--- config.mk ---
export PLATFORM = sky130hd
export DESIGN_NAME = clk_en_scheduler
export DESIGN_NICKNAME = d
export VERILOG_FILES = /design/src/rtl/clk_sched_pkg.sv /design/src/rtl/clk_sched_chan.sv /design/src/rtl/clk_en_scheduler.sv
export SDC_FILE = /design/constraint.sdc
export NUM_CORES = 1
export LEC_CHECK = 0
export CAP_MARGIN = 40
export CORE_UTILIZATION = 45
export DETAILED_ROUTE_END_ITERATION = 7
export PLACE_DENSITY = 0.75
export SYNTH_ARGS = -nofsm -noshare
export SYNTH_HDL_FRONTEND = slang
export SYNTH_SLANG_ARGS = --single-unit
--- constraint.sdc ---
create_clock -name clk -period 3.4 [get_ports clk]
set_input_delay 0.34 -clock clk [delete_from_list [all_inputs] [get_ports clk]]
set_output_delay 0.34 -clock clk [all_outputs]
set_load 0.005 [all_outputs]
--- src/rtl/clk_sched_pkg.sv ---
// Shared types and reset constants for the clock-enable scheduler.
// Holds the FSM state enum, the divisor type and the default divisors.
package clk_sched_pkg;

  localparam int CS_NCH   = 3;
  localparam int CS_DIV_W = 8;

  // ch0 in the LSBs: divisors 1, 2, 4
  localparam logic [CS_NCH*CS_DIV_W-1:0] CS_DEF_DIV =
    {8'd4, 8'd2, 8'd1};

  typedef enum logic [1:0] {
    IDLE,
    RUN,
    DRAIN
  } state_t;

  typedef logic [CS_DIV_W-1:0] div_t;

endpackage

--- src/rtl/clk_sched_chan.sv ---
// One scheduler channel: period counter, strobe, divided clock, drain hold.
// Ports: clk, rst, go (load preload), active, drain, div, preload -> en, div_clk, held.
module clk_sched_chan #(
  parameter int DIV_W = 8
) (
  input  logic             clk,
  input  logic             rst,
  input  logic             go,
  input  logic             active,
  input  logic             drain,
  input  logic [DIV_W-1:0] div,
  input  logic [DIV_W-1:0] preload,
  output logic             en,
  output logic             div_clk,
  output logic             held
);

  logic [DIV_W-1:0] cnt;
  logic             tc;

  assign tc = (cnt == div - DIV_W'(1));
  assign en = active && !held && tc;

  always_ff @(posedge clk) begin
    if (rst) begin
      cnt     <= '0;
      div_clk <= 1'b0;
      held    <= 1'b0;
    end else if (go) begin
      cnt     <= preload;
      div_clk <= 1'b0;
      held    <= 1'b0;
    end else if (!active) begin
      cnt     <= '0;
      div_clk <= 1'b0;
      held    <= 1'b0;
    end else if (!held) begin
      if (tc) begin
        cnt     <= '0;
        div_clk <= ~div_clk;
        // stop only on the strobe that brings div_clk back low
        held    <= drain && div_clk;
      end else begin
        cnt <= cnt + DIV_W'(1);
      end
    end
  end

endmodule

--- src/rtl/clk_en_scheduler.sv ---
// Programmable clock-enable scheduler: FSM, single-slot config handshake, NCH channels.
// Ports: clk, rst, start, stop, cfg_valid/cfg_ready/cfg_ch/cfg_div, cfg_err, en_o, div_clk_o, busy.
// CLK_SCHED_PHASE_EN adds cfg_phase, a per-channel start offset.
module clk_en_scheduler
  import clk_sched_pkg::*;
#(
  parameter int NCH = CS_NCH,
  parameter int DIV_W = CS_DIV_W,
  parameter logic [NCH*DIV_W-1:0] DEF_DIV = CS_DEF_DIV
) (
  input  logic                     clk,
  input  logic                     rst,
  input  logic                     start,
  input  logic                     stop,
  input  logic                     cfg_valid,
  output logic                     cfg_ready,
  input  logic [$clog2(NCH)-1:0]   cfg_ch,
  input  logic [DIV_W-1:0]         cfg_div,
`ifdef CLK_SCHED_PHASE_EN
  input  logic [DIV_W-1:0]         cfg_phase,
`endif
  output logic                     cfg_err,
  output logic [NCH-1:0]           en_o,
  output logic [NCH-1:0]           div_clk_o,
  output logic                     busy
);

  state_t state;
  state_t state_nxt;
  logic   go;
  logic   drain;

  logic [NCH-1:0]            held;
  logic [NCH-1:0][DIV_W-1:0] div_q;
  logic [NCH-1:0][DIV_W-1:0] preload;

  logic                   pend;
  logic [$clog2(NCH)-1:0] pend_ch;
  logic [DIV_W-1:0]       pend_div;
  logic                   acc;
  logic                   bad;
  logic                   apply;

  always_ff @(posedge clk) begin
    if (rst) state <= IDLE;
    else     state <= state_nxt;
  end

  // stop has priority over start, so start&stop in IDLE does nothing
  always_comb begin
    state_nxt = state;
    go        = 1'b0;
    unique case (state)
      IDLE: begin
        if (start && !stop) begin
          state_nxt = RUN;
          go        = 1'b1;
        end
      end
      RUN: begin
        if (stop) state_nxt = DRAIN;
      end
      DRAIN: begin
        if (&held) state_nxt = IDLE;
      end
      default: state_nxt = IDLE;
    endcase
  end

  assign busy      = (state != IDLE);
  assign drain     = (state == DRAIN);
  assign cfg_ready = !pend;

  assign acc = cfg_valid && cfg_ready;
  assign bad = (cfg_div == '0) || (int'(cfg_ch) >= NCH);

  // running channels take the update only at their terminal count
  assign apply = pend && ((state == IDLE) || en_o[pend_ch]);

  always_ff @(posedge clk) begin
    if (rst) begin
      pend     <= 1'b0;
      pend_ch  <= '0;
      pend_div <= '0;
      cfg_err  <= 1'b0;
      div_q    <= DEF_DIV;
    end else begin
      cfg_err <= acc && bad;
      if (apply) begin
        div_q[pend_ch] <= pend_div;
        pend           <= 1'b0;
      end
      if (acc && !bad) begin
        pend     <= 1'b1;
        pend_ch  <= cfg_ch;
        pend_div <= cfg_div;
      end
    end
  end

`ifdef CLK_SCHED_PHASE_EN
  logic [DIV_W-1:0]          pend_ph;
  logic [NCH-1:0][DIV_W-1:0] ph_q;

  always_ff @(posedge clk) begin
    if (rst) begin
      pend_ph <= '0;
      ph_q    <= '0;
    end else begin
      if (apply) ph_q[pend_ch] <= pend_ph;
      if (acc && !bad) pend_ph <= cfg_phase;
    end
  end

  always_comb begin
    preload = '0;
    for (int i = 0; i < NCH; i++) begin
      preload[i] = ph_q[i] % div_q[i];
    end
  end
`else
  assign preload = '0;
`endif

  for (genvar i = 0; i < NCH; i++) begin : g_ch
    clk_sched_chan #(
      .DIV_W(DIV_W)
    ) u_ch (
      .clk     (clk),
      .rst     (rst),
      .go      (go),
      .active  (busy),
      .drain   (drain),
      .div     (div_q[i]),
      .preload (preload[i]),
      .en      (en_o[i]),
      .div_clk (div_clk_o[i]),
      .held    (held[i])
    );
  end

endmodule

# Word level (Yosys, flattened, before mapping)
# Cells that the tools add are included.
# totals
regBits	68
latchBits	0
ram_bits	0
mem_bits_ro	0
out_inout_bits	9
elab_cells	96
memories	0
# op_classes
n_addsub	6
multipliers	0
n_div	0
order_cmp	3
eq_ne	8
n_shift	0
muxes	22
bitwise	7
reduce_logical	33
# ops
operator	count
$mux 8	4
$add 8x1->8 const B	3
$bwmux 24	1
$eq 8x8->1	3
$sub 8x1->8 const B	3
$demux 8 s2	1
$logic_and 1x1->1	15
$mux 1	11
$logic_not 8->1	1
$not 1->1	7
$logic_not 1->1	6
$mux 2	3
$ne 2x2->1 const B	3
$pmux 2 s3	1
$reduce_and 2->1	3
$reduce_and 3->1	2
$reduce_bool 2->1	2
$lt 2x3->1 const B	1
$reduce_or 3->1	1
$bmux 1 s2	1
$eq 2x1->1 const B	1
$eq 2x2->1 const B	1
$ge 2x1->1 const B	1
$ge 2x2->1 const B	1
2 further kinds	3

# Logic depth before layout (Yosys ltp)
# Gate-level depths: netlist of run 1.
# logic_depth
ltp_word	9
ltp_mapped	11
mapped_depth_nobuf	9

# Hierarchy
# Synthesis of run 1 repeated with hierarchy kept, for this count alone.
# unflattened
cells_unflattened	484
hier_area_um2	4115.2
# modules_own_cells
mod	n_inst	cells_each	area_per_inst_um2
clk_en_scheduler	1	186	1704.1
clk_sched_chan at g_ch[1].u_ch ...	2	97	780.7
clk_sched_chan at g_ch[0].u_ch	1	104	849.6

# Least setup slack after synthesis of run 1
# No wires, ideal clock.
# synth_path
path_type	reg-to-reg
start	register div_q[8] (netlist bit)
end	register div_q[16] (netlist bit)
setup_ns	0.117
t_arrival_ns	2.429
required_ns	3.283
setup_slack_ns	0.854
path_stages_with_launch	10
path_buffers	0
period_less_slack_ns	2.546
cell_sequence	dfxtp_1 -> inv_1 -> ha_1 -> o21ba_1 -> a221o_1 -> a2111oi_4 -> nand3_2 -> o21a_1 -> a31o_2 -> a22o_1
# synth_between
elab_chain_len	7
# synth_rtl
item	line_no	source
start, declared	clk_en_scheduler.sv:34	logic [NCH-1:0][DIV_W-1:0] div_q;
start signal, assigned by index	clk_en_scheduler.sv:90	div_q[pend_ch] <= pend_div;
$sub 8x1->8	clk_sched_chan.sv:21	assign tc = (cnt == div - DIV_W'(1));
$eq 8x8->1	clk_sched_chan.sv:21	
$logic_and 1x1->1	clk_sched_chan.sv:22	assign en = active && !held && tc;
$bmux 1 s2	clk_en_scheduler.sv:78	assign apply = pend && ((state == IDLE) || en_o[pend_ch]);
$mux 1 (implied by the code)	clk_en_scheduler.sv:78	
$logic_or 1x1->1	clk_en_scheduler.sv:78	
$logic_and 1x1->1	clk_en_scheduler.sv:78	
# No other way between the ends. The select of a mux whose other input is x is not followed.
# A chain may end at the register's enable or synchronous reset.

# Worst setup path after layout of run 1
# layout_path
start	register div_q[8] (netlist bit)
end	output en_o[1]
# layout_between
elab_chain_len	3
# layout_rtl
item	line_no	source
$sub 8x1->8	clk_sched_chan.sv:21	
$eq 8x8->1	clk_sched_chan.sv:21	
$logic_and 1x1->1	clk_sched_chan.sv:22	
end, declared	clk_en_scheduler.sv:23	output logic [NCH-1:0] en_o,
# No other way between the ends.

==> results.tsv, run 1 <==
metric	value	unit
hpwl	5.574	mm
initial_core_util	46.44	%
crit_start	div_q[8]$_SDFFE_PP0P_	
dieArea	0.008293	sq mm
max_cap_violations	0	
async_reset_ff_share	0	%
reg2reg_slack	580	ps
p_leak	0.001538	uW
vias	2876	
worst_slew_pin_slew	651.4	ps
cts_htree_levels	3	
timing.rr.start	div_q[8]$_SDFFE_PP0P_	
num_rows	32	
arrival	2880	ps
fin_crit	3223	ps
grt_max_degree	34	
drive_gt1_share	8.810	%
cts_tree	yes	
critPathCaptureType	output pin	
cts_buffers	9	
max_freq	0.3102	GHz
ys_seq_area_share	38.14	%
p_per_area	425.2	mW/mm^2
io_buffers	23	
maxSlewViolCount	0	
min_from	state[1]$_SDFFE_PP0P_	
drc_errors	0	
mostFrequentLayoutCells	67 x dfxtp_1, 54 x nor2_1, 31 x xor2_1, 23 x clkdlybuf4s50_1, 22 x xnor2_1	
grt-ovfl-total	0	
synth-edff-count	0	
yosysWarnings	0	
worst_setup_path_start_kind	flip-flop	
ioPinCount	24	
drt-pass1-iter-count	4	
die_h	91.07	um
vias_per_cell	5.510	
diodes	0	
clkSinkCount	68	
grtUsageTotal	20.12	%
synth_area_leaders	dfxtp_1 38%, xor2_1 7.6%, nor2_1 5.7%	
worstPathRequired	3060	ps
gp_routability_congestion	0.8167	
synth_fp_nets	418	
critPathKind	flip-flop to output pin	
path_clk_slew	70	ps
synth_cell_type_count	57	
fillers	725	
clock_skew	9.188	ps
final_common_cell	dfxtp_1	
max_slew_margin	56.17	%
finalCoreUtilization	52.82	%
synthCells	397	
ant_nets	0	
grt_pass1_wl	13.03	mm
cts.root.buffer_cell	clkbuf_8	
avgRoutedWirePerCell	15.03	um
nets	437	
ys_ff_latch	68	
synth_area	0.003570	sq mm
ir_worst_vdd	0.0002765	V
finalCritPeriodShare	94.81	%
clk_path_buf_depth	2	
finalWirelength	7.844	mm
status	complete, no violations	
antenna_found_initial	0	
die_x	91.07	um
synth_top_area_cell	dfxtp_1	
fin_tns_setup	0	ps
synth.top_cell.area_share	38.14	%
core	0.007687	sq mm
critPathMaxFanout	6	
avgSynthCellArea	8.992	sq um
rsz0062_at_grt	false	
setup_violations	0	
hold_violations	0	
grt_pass1_vias	2668	
drt-initial-drc-count	131	
insertion_delay	350	ps
hp-class	flip-flop to flip-flop	
ys.flop_type	dfxtp_1	
syn2layout_area_growth	13.74	%
worst max-delay path, stage by stage (launching register included):
cell	delay (ps)
dfxtp_1	400
inv_1	70
ha_1	270
o21ba_1	190
a221o_1	410
a2111oi_4	370
nand3_2	190
nor2_1	130
clkdlybuf4s50_1	500
cell families (layout without fill, tap and decap cells):
logic type,count (synthesis),in the layout,share of synthesized area (%)
DFF,68,68,38.14
xor gates and xnor gates,53,53,13.00
muxes,17,17,4.767
adders and majority gates,6,6,2.103
and+or+nand+nor,152,152,22.47
buffers and inverters,32,55,4.276
AOI/OAI and AO/OA,69,69,15.25
Yosys cell counts (3+ instances only):
master and number:
dfxtp_1 68, nor2_1 54, xor2_1 31, xnor2_1 22
a21oi_1 20, mux2i_1 17, nand3_1 17, nand2_1 14
inv_1 11, clkbuf_1 10, o21ai_0 10, nand4_1 9
nor3_1 8, a22o_1 7, and2_1 7, and3_1 7
buf_4 6, ha_1 6, nand2b_1 6, nor4_1 5
a211oi_1 4, a31oi_1 4, and3b_1 3, nand4b_1 3
nor2b_1 3
metrics by stage:
stage	total power (uW)	std cells	instance area, sq um	hold WS (ps)	worst slack (ps)
finish	1726	522	4060	471.2	176.6
global route	1802	522	4060	495.1	26.18
CTS	1728	519	4026	475.0	87.12
detailed placement	1089	504	3839	461.2	481.1
global placement	1084	504	3839	448.6	591.1
floorplan	1016	397	3570	418.7	854.2
layer usage:
layer / up-vias / global-route usage (%) / wire [um]
met4: 0 / 6.217 / 133
met2: 57 / 32.89 / 3728
met5: - / 0 / 0
li1: 1430 / - / -
met3: 10 / 6.114 / 353
met1: 1379 / 25.36 / 3629
path summary, 6_finish.rpt:
| kind | end | cells past startpoint |
|---|---|---|
| setup reg to reg | div_q[19]$_SDFFE_PP0P_ | 9 |
| hold reg to reg | state[0]$_SDFFE_PP0P_ | 1 |
| hold / removal | state[0]$_SDFFE_PP0P_ | 1 |
| setup / recovery | en_o[1] | 8 |
area by class of cell:
cell class / count / area (sq um) / area share, %
inverter: 11 / 41.29 / 1.017
multi-input combinational: 297 / 2066 / 50.88
clock inverter: 1 / 5.005 / 0.1233
timing repair buffer: 29 / 275.3 / 6.780
tap: 102 / 127.6 / 3.143
clock buffer: 14 / 182.7 / 4.499
sequential: 68 / 1363 / 33.56
flip-flops by register name, summed over array words and instances (netlist names):
name,flops
cfg_err,1
g_ch.u_ch.div_clk,3
g_ch.u_ch.cnt,24
pend_div,8
div_q,24
pend,1
g_ch.u_ch.held,3
state,2
pend_ch,2
power by group:
part,switching (uW),internal (uW),total [uW]
Combinational,131,109,240
Clock,300,340,640
Sequential,30.0,816,846
Total,461,1260,1730
repair_timing:
| item | in CTS | in global routing |
|---|---|---|
| resized for setup | 0 | 4 |
| hold buffers | 0 | 0 |
| setup buffers | 0 | 3 |
| setup endpoints to repair | 0 | 2 |
(Power assumes the default switching activity.)
==> run 2, diff against run 1 <==
==> constraint.sdc (replaced) <==
create_clock -name clk -period 3.4 [get_ports clk]
set_input_delay 0.68 -clock clk [delete_from_list [all_inputs] [get_ports clk]]
set_output_delay 0.68 -clock clk [all_outputs]
set_load 0.005 [all_outputs]
==> run 2 against run 1 <==
Net effect: register-to-register slack about the same; final cell count is 1.3% higher; worst setup slack improved by 25 ps; combinational power hardly changed; clock skew fell by 0.50 ps.
==> results.tsv, run 2 (synthesized netlist as in run 1, its figures left out) <==
metric	value	unit	change
antenna_found_initial	0		unchanged
timing.hold.ws	458.5	ps	-12.74 ps
clk_path_buf_depth	2		unchanged
grt_max_degree	23		-32%
arrival	2520	ps	-360 ps
dieArea	0.008293	sq mm	unchanged
critPathCaptureType	output pin		
path_clk_slew	70	ps	about the same
grt_pass1_wl	13.03	mm	about the same
maxSlewViolCount	0		unchanged
mostFrequentLayoutCells	62 x dfxtp_1, 53 x nor2_1, 31 x xor2_1, 22 x xnor2_1, 21 x clkdlybuf4s50_1		
core	0.007687	sq mm	unchanged
postCtsHoldBufs	0		unchanged
hp-class	flip-flop to flip-flop		
finalWirelength	7.690	mm	-2.0%
hpwl	5.454	mm	-2.1%
die_x	91.07	um	unchanged
cts_htree_levels	3		unchanged
num_rows	32		unchanged
postPlaceCellArea	0.003854	sq mm	+0.39%
ir_worst_vdd	0.0002759	V	-0.22%
rsz0062_at_grt	false		
drt-pass1-iter-count	5		+1
fin_tns_setup	0	ps	unchanged
drive_gt1_share	12.41	%	+3.6 points
met1_usage	24.30	%	-1.1 points
worst_setup_path_start_kind	flip-flop		
fillers	717		-1.1%
clkSinkCount	68		unchanged
grt_busiest_layer	met2		
initial_core_util	46.44	%	unchanged
max_slew_margin	58.38	%	+2.2 points
drc_errors	0		unchanged
setup_violations	0		unchanged
grtUsageTotal	19.78	%	-0.34 points
drt-initial-drc-count	124		-5.3%
clock_skew	8.688	ps	-0.5001 ps
cts.root.buffer_cell	clkbuf_8		
vias	2859		-0.59%
syn2layout_area_growth	16.12	%	
p_leak	0.001599	uW	+4.0%
worstPathRequired	2720	ps	-340 ps
diodes	0		unchanged
avgRoutedWirePerCell	14.54	um	-3.3%
ioPinCount	24		unchanged
die_h	91.07	um	unchanged
max_freq	0.3126	GHz	+0.78%
grt_use_met3	4.858	%	-1.3 points
top_regs	div_q x24, g_ch.u_ch.cnt x24, pend_div x8		
nets	443		+1.4%
grt_pass1_vias	2778		+4.1%
io_buffers	23		unchanged
stdcell_count	529		+1.3%
critPathKind	flip-flop to output pin		
worst_slew_pin_slew	624.3	ps	-27.09 ps
dp.cells	506		+0.40%
gp_routability_congestion	0.8184		+0.21%
critPathMaxFanout	8		+2
final_common_cell	dfxtp_1		
hold_violations	0		unchanged
cts_tree	yes		
fin_crit	3198	ps	-24.95 ps
grt-ovfl-total	0		unchanged
grtUsageMet2	33.14	%	+0.25 points
cts_buffers	9		unchanged
insertion_delay	340	ps	about the same
finalCritPeriodShare	94.07	%	-0.73 points
p_per_area	415.4	mW/mm^2	-2.3%
max_cap_violations	0		unchanged
vias_per_cell	5.405		-1.9%
ant_nets	0		unchanged
finalInstanceArea	0.004145	sq mm	+2.1%
status	complete, no violations		
## run 2: cell count changes in the layout (fill, tap and decap cells not counted), moves of 3 or more
| cell | change |
|---|---|
| dfxtp_1 | -5 |
| ha_1 | -3 |
| clkbuf_8 | -4 |
| ha_2 | +3 |
| buf_4 | +6 |
| dfxtp_2 | +3 |
## run 2: timing repair
item                                    4_1_cts  5_1_grt
pin swaps                                     5        6
resized for setup                             8       11
buffers inserted                              3        4
endpoints found under the setup margin        3        3
## run 2: final timing paths
| path | start | endpoint | slack [ps] | cells past startpoint |
|---|---|---|---|---|
| setup / recovery | div_q[0]$_SDFFE_PP1P_ | en_o[0] | 200 | 9 |
| hold reg to reg | state[1]$_SDFFE_PP0P_ | state[0]$_SDFFE_PP0P_ | 460 | 1 |
| setup reg to reg | div_q[8]$_SDFFE_PP0P_ | div_q[19]$_SDFFE_PP0P_ | 580 | 11 |
| hold / removal | state[1]$_SDFFE_PP0P_ | state[0]$_SDFFE_PP0P_ | 460 | 1 |
## run 2: report_power, final
group          total [uW]  internal [uW]  switching, uW
clock                 635            335            299
sequential            845            815           30.3
combinational         243            113            130
## run 2: through the flow
stage | total power (uW) | utilization [%] | setup slack [ps]
global placement | 1091 | 50.13 | 301.8
global route | 1793 | 53.92 | 60.96
CTS | 1736 | 52.98 | 3.457
detailed placement | 1096 | 50.13 | 202.2
finish | 1722 | 53.92 | 201.5
floorplan | 1016 | - | 728.1
## run 2: layout make-up
type / instances / area, sq um / area share (%)
Clock buffer: 11 / 131.4 / 3.169
Clock inverter: 5 / 52.55 / 1.268
Inverter: 11 / 41.29 / 0.9961
Multi-Input combinational cell: 297 / 2093 / 50.50
Sequential cell: 68 / 1374 / 33.14
Tap cell: 102 / 127.6 / 3.079
Timing Repair Buffer: 35 / 325.3 / 7.848
## run 2: critical path, cell delays in order, from the launching register on
cell             delay, ps
dfxtp_2                380
inv_1                   70
ha_2                   240
o21ba_2                220
a221oi_2               270
o22ai_1                140
nor3_2                 140
nand2_1                110
nor2_1                 100
clkdlybuf4s50_1        500
## run 2: routing by layer
layer  share of wire, %  vias to the layer above
met1                 46                     1353
met4                2.0                        0
met5                  0                        -
li1                   -                     1441
met2                 49                       53
met3                3.4                       12
